[config.mk]
export PLATFORM = sky130hd
export DESIGN_NAME = atualizador_aprovados
export DESIGN_NICKNAME = d
export VERILOG_FILES = /design/src/rtl/atualizador_aprovados.sv
export SDC_FILE = /design/constraint.sdc
export NUM_CORES = 1
export LEC_CHECK = 0
export BUFFER_PORTS_ARGS = -buffer_cell sky130_fd_sc_hd__clkbuf_2
export CAP_MARGIN = 20
export CORE_MARGIN = 8
export CORE_UTILIZATION = 45
export CTS_BUF_LIST = sky130_fd_sc_hd__clkbuf_16
export DETAILED_ROUTE_END_ITERATION = 8
export HOLD_SLACK_MARGIN = 0.06
export MAX_ROUTING_LAYER = met4
export PLACE_DENSITY = 0.71
export SLEW_MARGIN = 30
export SYNTH_ARGS = -nofsm -noshare
export SYNTH_HDL_FRONTEND = slang
export SYNTH_SLANG_ARGS = --single-unit
[constraint.sdc]
create_clock -name clk -period 5.9 [get_ports clk]
set_input_delay 0.59 -clock clk [delete_from_list [all_inputs] [get_ports clk]]
set_output_delay 0.59 -clock clk [all_outputs]
set_load 0.02 [all_outputs]
[src/rtl/atualizador_aprovados.sv]
// rtl/atualizador_aprovados.sv - serial relaxation of expanded neighbours
// Reads each valid neighbour's distance, writes improvements and pushes them to the open list.
module atualizador_aprovados #(
  parameter int ADDR_WIDTH      = 10,
  parameter int DISTANCIA_WIDTH = 6,
  parameter int NUM_READ_PORTS  = 8,
  parameter int IDX_WIDTH       = 3
) (
  input  logic                                   clk,
  input  logic                                   rst,
  input  logic                                   ea_atualizar_in,
  input  logic [NUM_READ_PORTS-1:0]              ea_vizinho_valido_in,
  input  logic [ADDR_WIDTH*NUM_READ_PORTS-1:0]   ea_endereco_in,
  input  logic [DISTANCIA_WIDTH*NUM_READ_PORTS-1:0] ea_distancia_in,
  input  logic [ADDR_WIDTH-1:0]                  ea_anterior_in,
  output logic                                   aa_atualizar_ready_out,
  output logic                                   aa_distancia_rd_enable_out,
  output logic [ADDR_WIDTH-1:0]                  aa_distancia_rd_addr_out,
  input  logic                                   gd_distancia_ready_in,
  input  logic [DISTANCIA_WIDTH-1:0]             gd_distancia_rd_data_in,
  output logic                                   aa_wr_enable_out,
  output logic [ADDR_WIDTH-1:0]                  aa_wr_addr_out,
  output logic [DISTANCIA_WIDTH-1:0]             aa_wr_distancia_out,
  output logic [ADDR_WIDTH-1:0]                  aa_wr_anterior_out,
  output logic                                   aa_push_valid_out,
  output logic [ADDR_WIDTH-1:0]                  aa_push_addr_out,
  output logic [DISTANCIA_WIDTH-1:0]             aa_push_distancia_out,
  input  logic                                   lv_push_ready_in,
  output logic                                   aa_ocupado_out,
  output logic                                   aa_pronto_out
);

  localparam int A = ADDR_WIDTH;
  localparam int D = DISTANCIA_WIDTH;
  localparam int N = NUM_READ_PORTS;

  typedef enum logic [2:0] {
    ST_IDLE,
    ST_SELECIONAR,
    ST_LER_DISTANCIA,
    ST_COMPARAR,
    ST_ESCREVER,
    ST_EMPILHAR,
    ST_FINALIZAR
  } estado_t;

  estado_t            estado_q, estado_d;
  logic [N-1:0]       pendente_q, pendente_d;
  logic [IDX_WIDTH-1:0] idx_q, idx_d;
  logic [A*N-1:0]     enderecos_q, enderecos_d;
  logic [D*N-1:0]     distancias_q, distancias_d;
  logic [A-1:0]       anterior_q, anterior_d;
  logic [D-1:0]       atual_q, atual_d;
  logic               ocupado_q, ocupado_d;
  logic               rd_enable_q;

  logic [A-1:0]       end_sel;
  logic [D-1:0]       dist_sel;
  logic [N-1:0]       pendente_novo;
  logic [IDX_WIDTH-1:0] idx_menor;

  assign end_sel  = enderecos_q[A*int'(idx_q) +: A];
  assign dist_sel = distancias_q[D*int'(idx_q) +: D];

  // Inexistent nodes and infinite candidates can never improve anything, so drop them up front.
  always_comb begin
    pendente_novo = '0;
    for (int i = 0; i < N; i++) begin
      pendente_novo[i] = ea_vizinho_valido_in[i]
                       & ~(&ea_endereco_in[A*i +: A])
                       & ~(&ea_distancia_in[D*i +: D]);
    end
  end

  always_comb begin
    idx_menor = '0;
    for (int i = N - 1; i >= 0; i--) begin
      if (pendente_q[i]) idx_menor = IDX_WIDTH'(i);
    end
  end

  always_comb begin
    estado_d     = estado_q;
    pendente_d   = pendente_q;
    idx_d        = idx_q;
    enderecos_d  = enderecos_q;
    distancias_d = distancias_q;
    anterior_d   = anterior_q;
    atual_d      = atual_q;
    ocupado_d    = ocupado_q;
    case (estado_q)
      ST_IDLE: begin
        if (ea_atualizar_in) begin
          enderecos_d  = ea_endereco_in;
          distancias_d = ea_distancia_in;
          anterior_d   = ea_anterior_in;
          pendente_d   = pendente_novo;
          ocupado_d    = 1'b1;
          estado_d     = ST_SELECIONAR;
        end
      end
      ST_SELECIONAR: begin
        if (pendente_q == '0) begin
          estado_d = ST_FINALIZAR;
        end else begin
          idx_d                 = idx_menor;
          pendente_d[idx_menor] = 1'b0;
          estado_d              = ST_LER_DISTANCIA;
        end
      end
      ST_LER_DISTANCIA: begin
        if (gd_distancia_ready_in) begin
          atual_d  = gd_distancia_rd_data_in;
          estado_d = ST_COMPARAR;
        end
      end
      ST_COMPARAR: estado_d = (dist_sel < atual_q) ? ST_ESCREVER : ST_SELECIONAR;
      ST_ESCREVER: estado_d = ST_EMPILHAR;
      ST_EMPILHAR: begin
        if (lv_push_ready_in) estado_d = ST_SELECIONAR;
      end
      ST_FINALIZAR: begin
        ocupado_d = 1'b0;
        estado_d  = ST_IDLE;
      end
      default: estado_d = ST_IDLE;
    endcase
  end

  always_ff @(posedge clk) begin
    if (rst) begin
      estado_q     <= ST_IDLE;
      pendente_q   <= '0;
      idx_q        <= '0;
      enderecos_q  <= '0;
      distancias_q <= '0;
      anterior_q   <= '0;
      atual_q      <= '0;
      ocupado_q    <= 1'b0;
      rd_enable_q  <= 1'b0;
    end else begin
      estado_q     <= estado_d;
      pendente_q   <= pendente_d;
      idx_q        <= idx_d;
      enderecos_q  <= enderecos_d;
      distancias_q <= distancias_d;
      anterior_q   <= anterior_d;
      atual_q      <= atual_d;
      ocupado_q    <= ocupado_d;
      // The read request stays up for as long as the read state is held waiting for data.
      rd_enable_q  <= (estado_d == ST_LER_DISTANCIA);
    end
  end

  assign aa_atualizar_ready_out     = (estado_q == ST_IDLE);
  assign aa_distancia_rd_enable_out = rd_enable_q;
  assign aa_distancia_rd_addr_out   = (estado_q == ST_LER_DISTANCIA) ? end_sel : '0;
  assign aa_wr_enable_out           = (estado_q == ST_ESCREVER);
  assign aa_wr_addr_out             = aa_wr_enable_out ? end_sel : '0;
  assign aa_wr_distancia_out        = aa_wr_enable_out ? dist_sel : '0;
  assign aa_wr_anterior_out         = aa_wr_enable_out ? anterior_q : '0;
  assign aa_push_valid_out          = (estado_q == ST_EMPILHAR);
  assign aa_push_addr_out           = aa_push_valid_out ? end_sel : '0;
  assign aa_push_distancia_out      = aa_push_valid_out ? dist_sel : '0;
  assign aa_ocupado_out             = ocupado_q;
  assign aa_pronto_out              = (estado_q == ST_FINALIZAR);

endmodule

==> impl_metrics.yaml, run 1 <==
outcome:
  outcome: "finished clean"
setup_path:
  cp_max_fo: 21
  end_kind: "primary output"
  timing.critical_path.from_type: "register"
  crit_arrival_ns: 2.77
  r2r_start: "idx_q[0]$_SDFFE_PP0P_"
  required_ns: 5.31
  startpoint: "idx_q[0]$_SDFFE_PP0P_"
  path_class: "register to primary output"
timing:
  slew_viol_final: 0
  max-slew-margin-rel_pct: 39.5
  rsz0062_at_grt: "false"
  period_needed_ns: 3.36
  tns_ns: 0
  fin_worst_skew_ns: 0.00575
  tightest_slew_ns: 0.907
  period_share_pct: 57.0
  finalHoldViolCount: 0
  setup_violations: 0
  max_freq_mhz: 298
clock_tree:
  clk_path_buf_depth: 2
  insertion_delay_ns: 0.41
  clock-root-buffer: "clkbuf_16"
  clock-sinks: 160
  clkTransAtPathRegs_ns: 0.06
  cts_tree: "yes"
  cts-buffers-inserted: 17
  cts_resized: 0
  cts_setup_buffers: 0
  htreeDepth: 4
  hold_buffers: 0
layout:
  drive_gt1_share_pct: 25.9
  final_common_cell: "nand2_1"
  num_antenna_cells: 0
  finalInstanceArea_um2: 9040
  multi_input_area_um2: 3780
  layout_common_cells: "nand2_1 (312), clkbuf_2 (213), dfxtp_1 (158)"
  fill_cells: 1528
  fin_nets: 1245
  area_delta_synth_final_pct: 23.2
  final-seq-area_um2: 3210
drt:
  wl_met1_um: 10000
  routed.top_layer: "met4"
  drt_iter0_markers: 551
  wirelength_um: 23300
  dr_wl_met2_um: 10900
  met3RoutedLength_um: 1810
  wl_per_cell_um: 17.8
  first_pass_iters: 4
  antenna_left: 0
  vias: 7050
  vias_per_cell: 5.37
  drc: 0
grt:
  grt_max_degree: 97
  first_global_vias: 6921
  grt_pass1_wl_um: 35800
  antenna_found_initial: 0
  gr-total-overflow: 0
  track_usage_pct: 23.1
worst_hold_path:
  hp-start: "ea_anterior_in[0]"
  min_path_type: "primary input to register"
synthesis:
  yosysSeqAreaShare_pct: 43.6
  synthCells: 913
  ys_types: 44
  syn_nets: 1075
  synth_seq_cells: 160
  ys_async_sr_fraction_pct: 0
  synth-edff-count: 0
  yosys_warnings: 0
  synthFlopType: "dfxtp_1"
  syn-cell-area_um2: 7340
  avgSynthCellArea_um2: 8.04
flow_run:
  maxCapViolations: 0
placed_design:
  portBuffers: 214
  dp_hpwl_um: 17200
  postPlaceCellArea_um2: 8430
  gp_congestion: 0.874
floorplanning:
  start_util_pct: 46.0
  die_x_um: 144
  core_um2: 15900
  ios: 215
  row_count: 46
  die_h_um: 144
  die-area_um2: 20700
power:
  p_per_area_nw_per_um2: 370
  peakVddDrop_uv: 232
  p_leak_nw: 3.68
[final timing paths]
| path | end | slack, ns | cells past startpoint |
|---|---|---|---|
| max | aa_distancia_rd_addr_out[5] | 2.54 | 5 |
| min | anterior_q[0]$_SDFFE_PP0P_ | 0.40 | 3 |
| max reg2reg | estado_q[2]$_SDFF_PP0_ | 2.89 | 8 |
| min reg2reg | anterior_q[4]$_SDFFE_PP0P_ | 0.45 | 2 |
[flip-flops by register name (all words and copies together), names as in the netlist]
| name | flops |
|---|---|
| anterior_q | 10 |
| distancias_q | 48 |
| pendente_q | 8 |
| idx_q | 3 |
| aa_distancia_rd_enable_out | 1 |
| aa_ocupado_out | 1 |
| atual_q | 6 |
| estado_q | 3 |
| enderecos_q | 80 |
[per-stage QoR]
stage                     power (W)  worst slack, ns  instances  hold WS [ns]  util (%)
after global routing        0.00352             2.34       1312         0.402      56.7
final                       0.00335             2.54       1312         0.400      56.7
after global placement      0.00222             2.94       1280         0.437      52.9
after detailed placement    0.00223             2.92       1280         0.443      52.9
after CTS                   0.00335             2.47       1312         0.382      56.6
after floorplan             0.00198             3.33        913         0.432         -
[layout make-up]
cell class                 instances  share of cell area (%)
sequential                       160                    35.5
timing repair buffer             220                    12.4
clock inverter                    15                    1.94
multi-input combinational        666                    41.8
inverter                          18                   0.748
clock buffer                      17                    4.71
tap                              216                    2.99
[critical path, cell delays in order, from the launching register on]
cell and delay [ns]:
dfxtp_2 0.64, buf_4 0.46, mux4_2 0.55, mux2i_1 0.36, nor2_1 0.14, clkbuf_2 0.20
[routing by layer]
metal,global-route usage [%],vias to the layer above
met3,5.21,34
met1,29.1,3278
met4,8.69,0
met2,35.8,286
met5,-,-
li1,-,3452
[cell families after synthesis]
kind of cell,synth area share (%)
and+or+nand+nor,23.9
muxes,12.1
buffers and inverters,5.17
AOI/OAI and AO/OA,14.3
adders and majority gates,0.852
DFF,43.6
[synth_stat cells, types with 3 or more instances]
master / n / area share [%]
nand4_1: 24 / 2.0
and2_1: 3 / 0.26
buf_2: 24 / 1.6
dfxtp_1: 160 / 44
o211ai_1: 4 / 0.41
mux2i_1: 19 / 2.6
a21oi_1: 157 / 11
mux4_2: 31 / 9.5
inv_1: 18 / 0.92
nand3_1: 3 / 0.20
or3_1: 9 / 0.77
buf_4: 4 / 0.41
o2111ai_1: 8 / 0.95
nor2_1: 47 / 2.4
and3_1: 11 / 0.94
ha_1: 5 / 0.85
a221oi_1: 3 / 0.36
nand2_1: 313 / 16
clkbuf_1: 38 / 1.9
[power breakdown]
part	internal, W	total (W)	switching, W	leakage, nW
logic	0.000315	0.000853	0.000538	2.08
registers	0.00124	0.00137	0.000123	1.31
clock network	0.000697	0.00113	0.000430	0.289
(Power assumes the default switching activity.)
==> run 2: changes to the inputs <==
--- a/config.mk
+++ b/config.mk
@@ -5,6 +5,7 @@
 export SDC_FILE = /design/constraint.sdc
 export NUM_CORES = 1
 export LEC_CHECK = 0
+export ABC_AREA = 1
 export BUFFER_PORTS_ARGS = -buffer_cell sky130_fd_sc_hd__clkbuf_2
 export CAP_MARGIN = 20
 export CORE_MARGIN = 8
==> constraint.sdc (replaced) <==
create_clock -name clk -period 3.2 [get_ports clk]
set_input_delay 0.32 -clock clk [delete_from_list [all_inputs] [get_ports clk]]
set_output_delay 0.32 -clock clk [all_outputs]
set_load 0.02 [all_outputs]
==> run 2 against run 1 <==
  * Final cell count increased by 13%
  * Worst setup slack got worse by 2.1 ns
  * Clock skew up 0.00094 ns
  * Count of clock-buffer cells in the layout did not move
==> impl_metrics.yaml, run 2 <==
outcome:
  outcome: "finished clean"
drt:
  drc: 0
  first_pass_iters: 5
  antenna_left: 0
  vias: 7768
  vias_per_cell: 5.22
  wirelength_um: 24600
  drt_iter0_markers: 782
  wl_per_cell_um: 16.5
layout:
  layout_common_cells: "a21oi_1 (220), clkbuf_2 (214), nand2_1 (204)"
  largest_reg_flops: 80
  largest-register: "enderecos_q"
  top_regs: "enderecos_q (80), distancias_q (48), anterior_q (10)"
  final_common_cell: "a21oi_1"
  drive_gt1_share_pct: 21.0
  area_delta_synth_final_pct: 20.6
  fill_cells: 1623
  fin_nets: 1419
synthesis:
  synthCells: 1093
  synth.area.top_cells: "dfxtp_1 (42%), a21oi_1 (15%), nand2_1 (10%)"
  yosysTopAreaCell: "dfxtp_1"
  syn-cell-area_um2: 7560
  yosys_warnings: 0
  yosysSeqAreaShare_pct: 42.4
  syn_nets: 1255
  ys_types: 34
  ys_async_sr_fraction_pct: 0
  synth-edff-count: 0
  avgSynthCellArea_um2: 6.91
  synth_top_area_share_pct: 42.4
  yosysMostFrequentCell: "a21oi_1"
  synthFlopType: "dfxtp_1"
  synth_seq_cells: 160
  synth_common_cells: "a21oi_1 (220), nand2_1 (205), dfxtp_1 (160), inv_1 (100), o21ai_0 (82)"
floorplanning:
  die_h_um: 146
  die-area_um2: 21200
  die_x_um: 146
  ios: 215
  start_util_pct: 45.7
  row_count: 47
  core_um2: 16500
setup_path:
  r2r_start: "idx_q[1]$_SDFFE_PP0P_"
  path_class: "register to primary output"
  crit_arrival_ns: 2.48
  timing.critical_path.from_type: "register"
  required_ns: 2.88
  cp_max_fo: 40
  end_kind: "primary output"
  startpoint: "idx_q[0]$_SDFFE_PP0P_"
clock_tree:
  insertion_delay_ns: 0.43
  cts-buffers-inserted: 17
  clock-root-buffer: "clkbuf_16"
  htreeDepth: 4
  clock-sinks: 160
  clkTransAtPathRegs_ns: 0.06
  cts_setup_buffers: 0
  cts_tree: "yes"
  hold_buffers: 0
  clk_path_buf_depth: 2
  cts_resized: 0
timing:
  rsz0062_at_grt: "false"
  period_needed_ns: 2.80
  tightest_slew_ns: 0.769
  whs_ns: 0.135
  tns_ns: 0
  max_freq_mhz: 357
  finalHoldViolCount: 0
  max-slew-margin-rel_pct: 48.7
  fin_worst_skew_ns: 0.00669
  setup_violations: 0
  slew_viol_final: 0
  period_share_pct: 87.6
power:
  p_per_area_nw_per_um2: 929
  p_leak_nw: 3.90
  peakVddDrop_uv: 533
placed_design:
  gp_congestion: 0.887
  dp_hpwl_um: 18500
  portBuffers: 214
worst_hold_path:
  hp-start: "ea_endereco_in[35]"
  min_path_type: "primary input to register"
grt:
  grt_pass1_wl_um: 38900
  gr-total-overflow: 0
  track_usage_pct: 23.4
  first_global_vias: 7612
  antenna_found_initial: 0
  grt_max_degree: 164
flow_run:
  maxCapViolations: 0
-- run 2: cell types whose count changed after synthesis, sizes merged, moves of 29 or more --
cell,delta
inv,+95
nand2,-106
a21oi,+63
nor2,+33
mux4,-31
o21ai,+156
nand3,+29
-- run 2: logic make-up (layout without fill, tap and decap cells) --
logic type / Yosys count / count (layout) / synth area share, %
and+or+nand+nor: 350 / 350 / 19.4
buffers and inverters: 189 / 363 / 11.1
adders and majority gates: 5 / 5 / 0.828
AOI/OAI and AO/OA: 389 / 389 / 26.4
DFF: 160 / 160 / 42.4
other: 0 / 1 / 0
-- run 2: cell type report --
| type | instances | area (um2) | area share (%) |
|---|---|---|---|
| tap | 220 | 275 | 3.02 |
| inverter | 113 | 424 | 4.65 |
| sequential | 160 | 3200 | 35.2 |
| antenna | 1 | 2.50 | 0.0275 |
| timing repair buffer | 221 | 1150 | 12.6 |
| multi-input combinational | 744 | 3530 | 38.7 |
| clock buffer | 17 | 425 | 4.67 |
| clock inverter | 12 | 105 | 1.15 |
-- run 2: path summary, 6_finish.rpt --
| kind | endpoint | slack (ns) | depth (start not counted) |
|---|---|---|---|
| min | enderecos_q[35]$_SDFFE_PP0P_ | 0.14 | 3 |
| max reg2reg | estado_q[0]$_SDFF_PP0_ | 0.50 | 13 |
| max | aa_distancia_rd_addr_out[5] | 0.40 | 8 |
| min reg2reg | anterior_q[3]$_SDFFE_PP0P_ | 0.45 | 2 |
-- run 2: report_power, final --
| part | switching [W] | internal [W] |
|---|---|---|
| Combinational | 0.00256 | 0.00110 |
| Clock | 0.000780 | 0.00111 |
| Sequential | 0.000298 | 0.00262 |
-- run 2: metrics by stage --
stage / utilization (%) / cells / worst slack [ns] / instance area, um2 / total power, W
final: 55.2 / 1488 / 0.397 / 9110 / 0.00846
after global routing: 55.1 / 1487 / 0.207 / 9110 / 0.00909
after CTS: 55.1 / 1487 / 0.411 / 9110 / 0.00846
after detailed placement: 51.9 / 1458 / 0.552 / 8580 / 0.00658
after global placement: 51.9 / 1458 / 0.684 / 8580 / 0.00651
after floorplan: - / 1093 / 1.17 / 7560 / 0.00571
-- run 2: metal layers --
metal	track usage (%)	part of all wire (%)
met1	28.5	45
met2	38.0	47
met3	4.85	5.8
met4	7.76	2.0
met5	-	0
-- run 2: worst max-delay path: stages, from the launching register on --
cell      delay, ns
dfxtp_2        0.56
inv_2          0.26
buf_4          0.32
a21oi_1        0.17
o21ai_0        0.16
nand3_1        0.11
nand2_1        0.14
nor2_1         0.14
clkbuf_2       0.19
==> run 3: changes to the inputs <==
--- a/config.mk
+++ b/config.mk
@@ -10,7 +10,7 @@
 export CAP_MARGIN = 20
 export CORE_MARGIN = 8
 export CORE_UTILIZATION = 45
-export CTS_BUF_LIST = sky130_fd_sc_hd__clkbuf_16
+export CTS_BUF_LIST = sky130_fd_sc_hd__clkbuf_8
 export DETAILED_ROUTE_END_ITERATION = 8
 export HOLD_SLACK_MARGIN = 0.06
 export MAX_ROUTING_LAYER = met4
==> constraint.sdc (replaced) <==
create_clock -name clk -period 3.2 [get_ports clk]
set_input_delay 0.32 -clock clk [delete_from_list [all_inputs] [get_ports clk]]
set_output_delay 0.32 -clock clk [all_outputs]
set_load 0.01 [all_outputs]
==> run 3 against run 2 <==
  * Utilization down 0.55 points
  * Register-to-register slack improved by 0.19 ns
  * First-iteration DRC count decreased by 2.0%
  * Critical path depth unchanged
  * Final cell count is 0.34% higher
  * Sequential share of layout area is 0.35 points higher
  * Count of clock-buffer cells in the layout increased by 1
  * Combinational power hardly changed
  * Largest power group unchanged
  * Design area shrank 0.99%
==> impl_metrics.yaml, run 3 (synthesized netlist as in run 2, its figures left out) <==
timing:
  rsz0062_at_grt: "false"
  finalHoldViolCount: 0
  tns_ns: 0
  slew_viol_final: 0
  fin_worst_skew_ns: 0.00843
  max-slew-margin-rel_pct: 42.8
  fin_ws_ns: 0.543
  tightest_slew_ns: 0.858
  period_needed_ns: 2.66
  period_share_pct: 83.0
  max_freq_mhz: 376
  setup_violations: 0
grt:
  gr-total-overflow: 0
  grtUsageMet2_pct: 37.6
  grt_pass1_wl_um: 38500
  grt_max_degree: 180
  track_usage_pct: 23.3
  antenna_found_initial: 1
  grt.met1_usage_pct: 28.0
  top_usage_layer: "met2"
  first_global_vias: 7670
  grtUsageMet3_pct: 5.97
floorplanning:
  ios: 215
  die_h_um: 146
  start_util_pct: 45.7
  row_count: 47
  core_um2: 16500
  die-area_um2: 21200
  die_x_um: 146
clock_tree:
  hold_buffers: 0
  cts_setup_buffers: 0
  clock-sinks: 160
  cts_tree: "yes"
  cts_resized: 0
  cts-buffers-inserted: 17
  clkTransAtPathRegs_ns: 0.08
  insertion_delay_ns: 0.45
  clk_path_buf_depth: 2
  htreeDepth: 4
  clock-root-buffer: "clkbuf_8"
setup_path:
  regToRegSetupSlack_ns: 0.69
  cp_slowest_cell: "buf_4"
  required_ns: 2.88
  crit_arrival_ns: 2.34
  path_class: "register to primary output"
  cp_max_fo: 41
  timing.critical_path.from_type: "register"
  cp_cell_sequence: "inv_2 -> buf_4 -> a21oi_1 -> o21ai_0 -> nand3_1 -> nand2_1 -> nor2_1 -> clkbuf_2"
  crit_path_max_incr_delay_ns: 0.41
  end_kind: "primary output"
power:
  power_switching_w: 0.00354
  finalPower_w: 0.00813
  clkPwrFrac_pct: 20.1
  pwr-share-comb_pct: 44.7
  p_per_area_nw_per_um2: 901
  p_leak_nw: 3.85
  seq_power_share_pct: 35.3
  internal_power_w: 0.00459
  peakVddDrop_uv: 560
  switching_share_pct: 43.6
layout:
  drive_gt1_share_pct: 21.8
  area_delta_synth_final_pct: 19.4
  largest-register: "enderecos_q"
  top_regs: "enderecos_q (80), distancias_q (48), anterior_q (10)"
  fin_nets: 1421
  layout_common_cells: "a21oi_1 (220), clkbuf_2 (214), nand2_1 (204)"
  final_common_cell: "a21oi_1"
  largest_reg_flops: 80
  fill_cells: 1637
  finalInstanceArea_um2: 9020
worst_hold_path:
  min_path_type: "primary input to register"
drt:
  drt_iter0_markers: 766
  wirelength_um: 24600
  drc: 0
  vias_per_cell: 5.23
  antenna_left: 0
  wl_per_cell_um: 16.5
  first_pass_iters: 6
  vias: 7812
placed_design:
  pre_cts_ws_ns: 0.736
  gp_congestion: 0.882
  dp_hpwl_um: 18800
  postPlaceCellArea_um2: 8580
  portBuffers: 214
flow_run:
  maxCapViolations: 0
outcome:
  outcome: "finished clean"
==> run 3: cell types whose count changed in the layout (fill, tap and decap cells not counted), sizes merged <==
cell      before  now
buf            7    9
bufinv         2    4
clkbuf       231  232
clkinv         8    4
clkinvlp       0    4
==> run 3: layout make-up <==
cell class	count	area [um2]	area share (%)
Multi-Input combinational cell	744	3530	39.1
Sequential cell	160	3200	35.5
Timing Repair Buffer	223	1150	12.8
Inverter	113	424	4.70
Tap cell	220	275	3.05
Clock buffer	18	248	2.75
Clock inverter	14	190	2.11
Antenna cell	1	2.50	0.0277
==> run 3: stage by stage <==
step	utilization, %	hold slack (ns)	instances
2_1_floorplan	-	0.429	1093
3_3_place_gp	51.9	0.440	1460
6_report	54.6	0.0979	1493
5_1_grt	54.6	0.0698	1493
3_5_place_dp	51.9	0.445	1460
4_1_cts	54.6	0.0783	1492
==> run 3: per-layer routing <==
metal  vias up  share of wire (%)
met4         0                2.2
met2       324                 47
met1      3481                 44
met5         -                  0
met3        39                7.5
li1       3968                  -
==> run 3: critical path: cells and delay by family, from the launching register on <==
kind / cells / cell delay (ns)
flops: 1 / 0.33
buf+inv: 3 / 0.82
simple gates: 3 / 0.45
compound gates: 2 / 0.26
==> run 3: power groups by stage <==
stage                     clock (W)  combinational, W  sequential (W)
after global placement            0           0.00356         0.00289
after CTS                   0.00166           0.00363         0.00286
final                       0.00163           0.00363         0.00287
after floorplan                   0           0.00282         0.00283
after detailed placement          0           0.00361         0.00291
after global routing        0.00174           0.00409         0.00294
==> run 3: final timing paths <==
check / from / endpoint / depth (start not counted)
max: idx_q[0]$_SDFFE_PP0P_ / aa_wr_addr_out[6] / 8
min: ea_endereco_in[32] / enderecos_q[32]$_SDFFE_PP0P_ / 3
max reg2reg: idx_q[2]$_SDFFE_PP0P_ / aa_distancia_rd_enable_out$_SDFF_PP0_ / 10
min reg2reg: anterior_q[5]$_SDFFE_PP0P_ / anterior_q[5]$_SDFFE_PP0P_ / 2
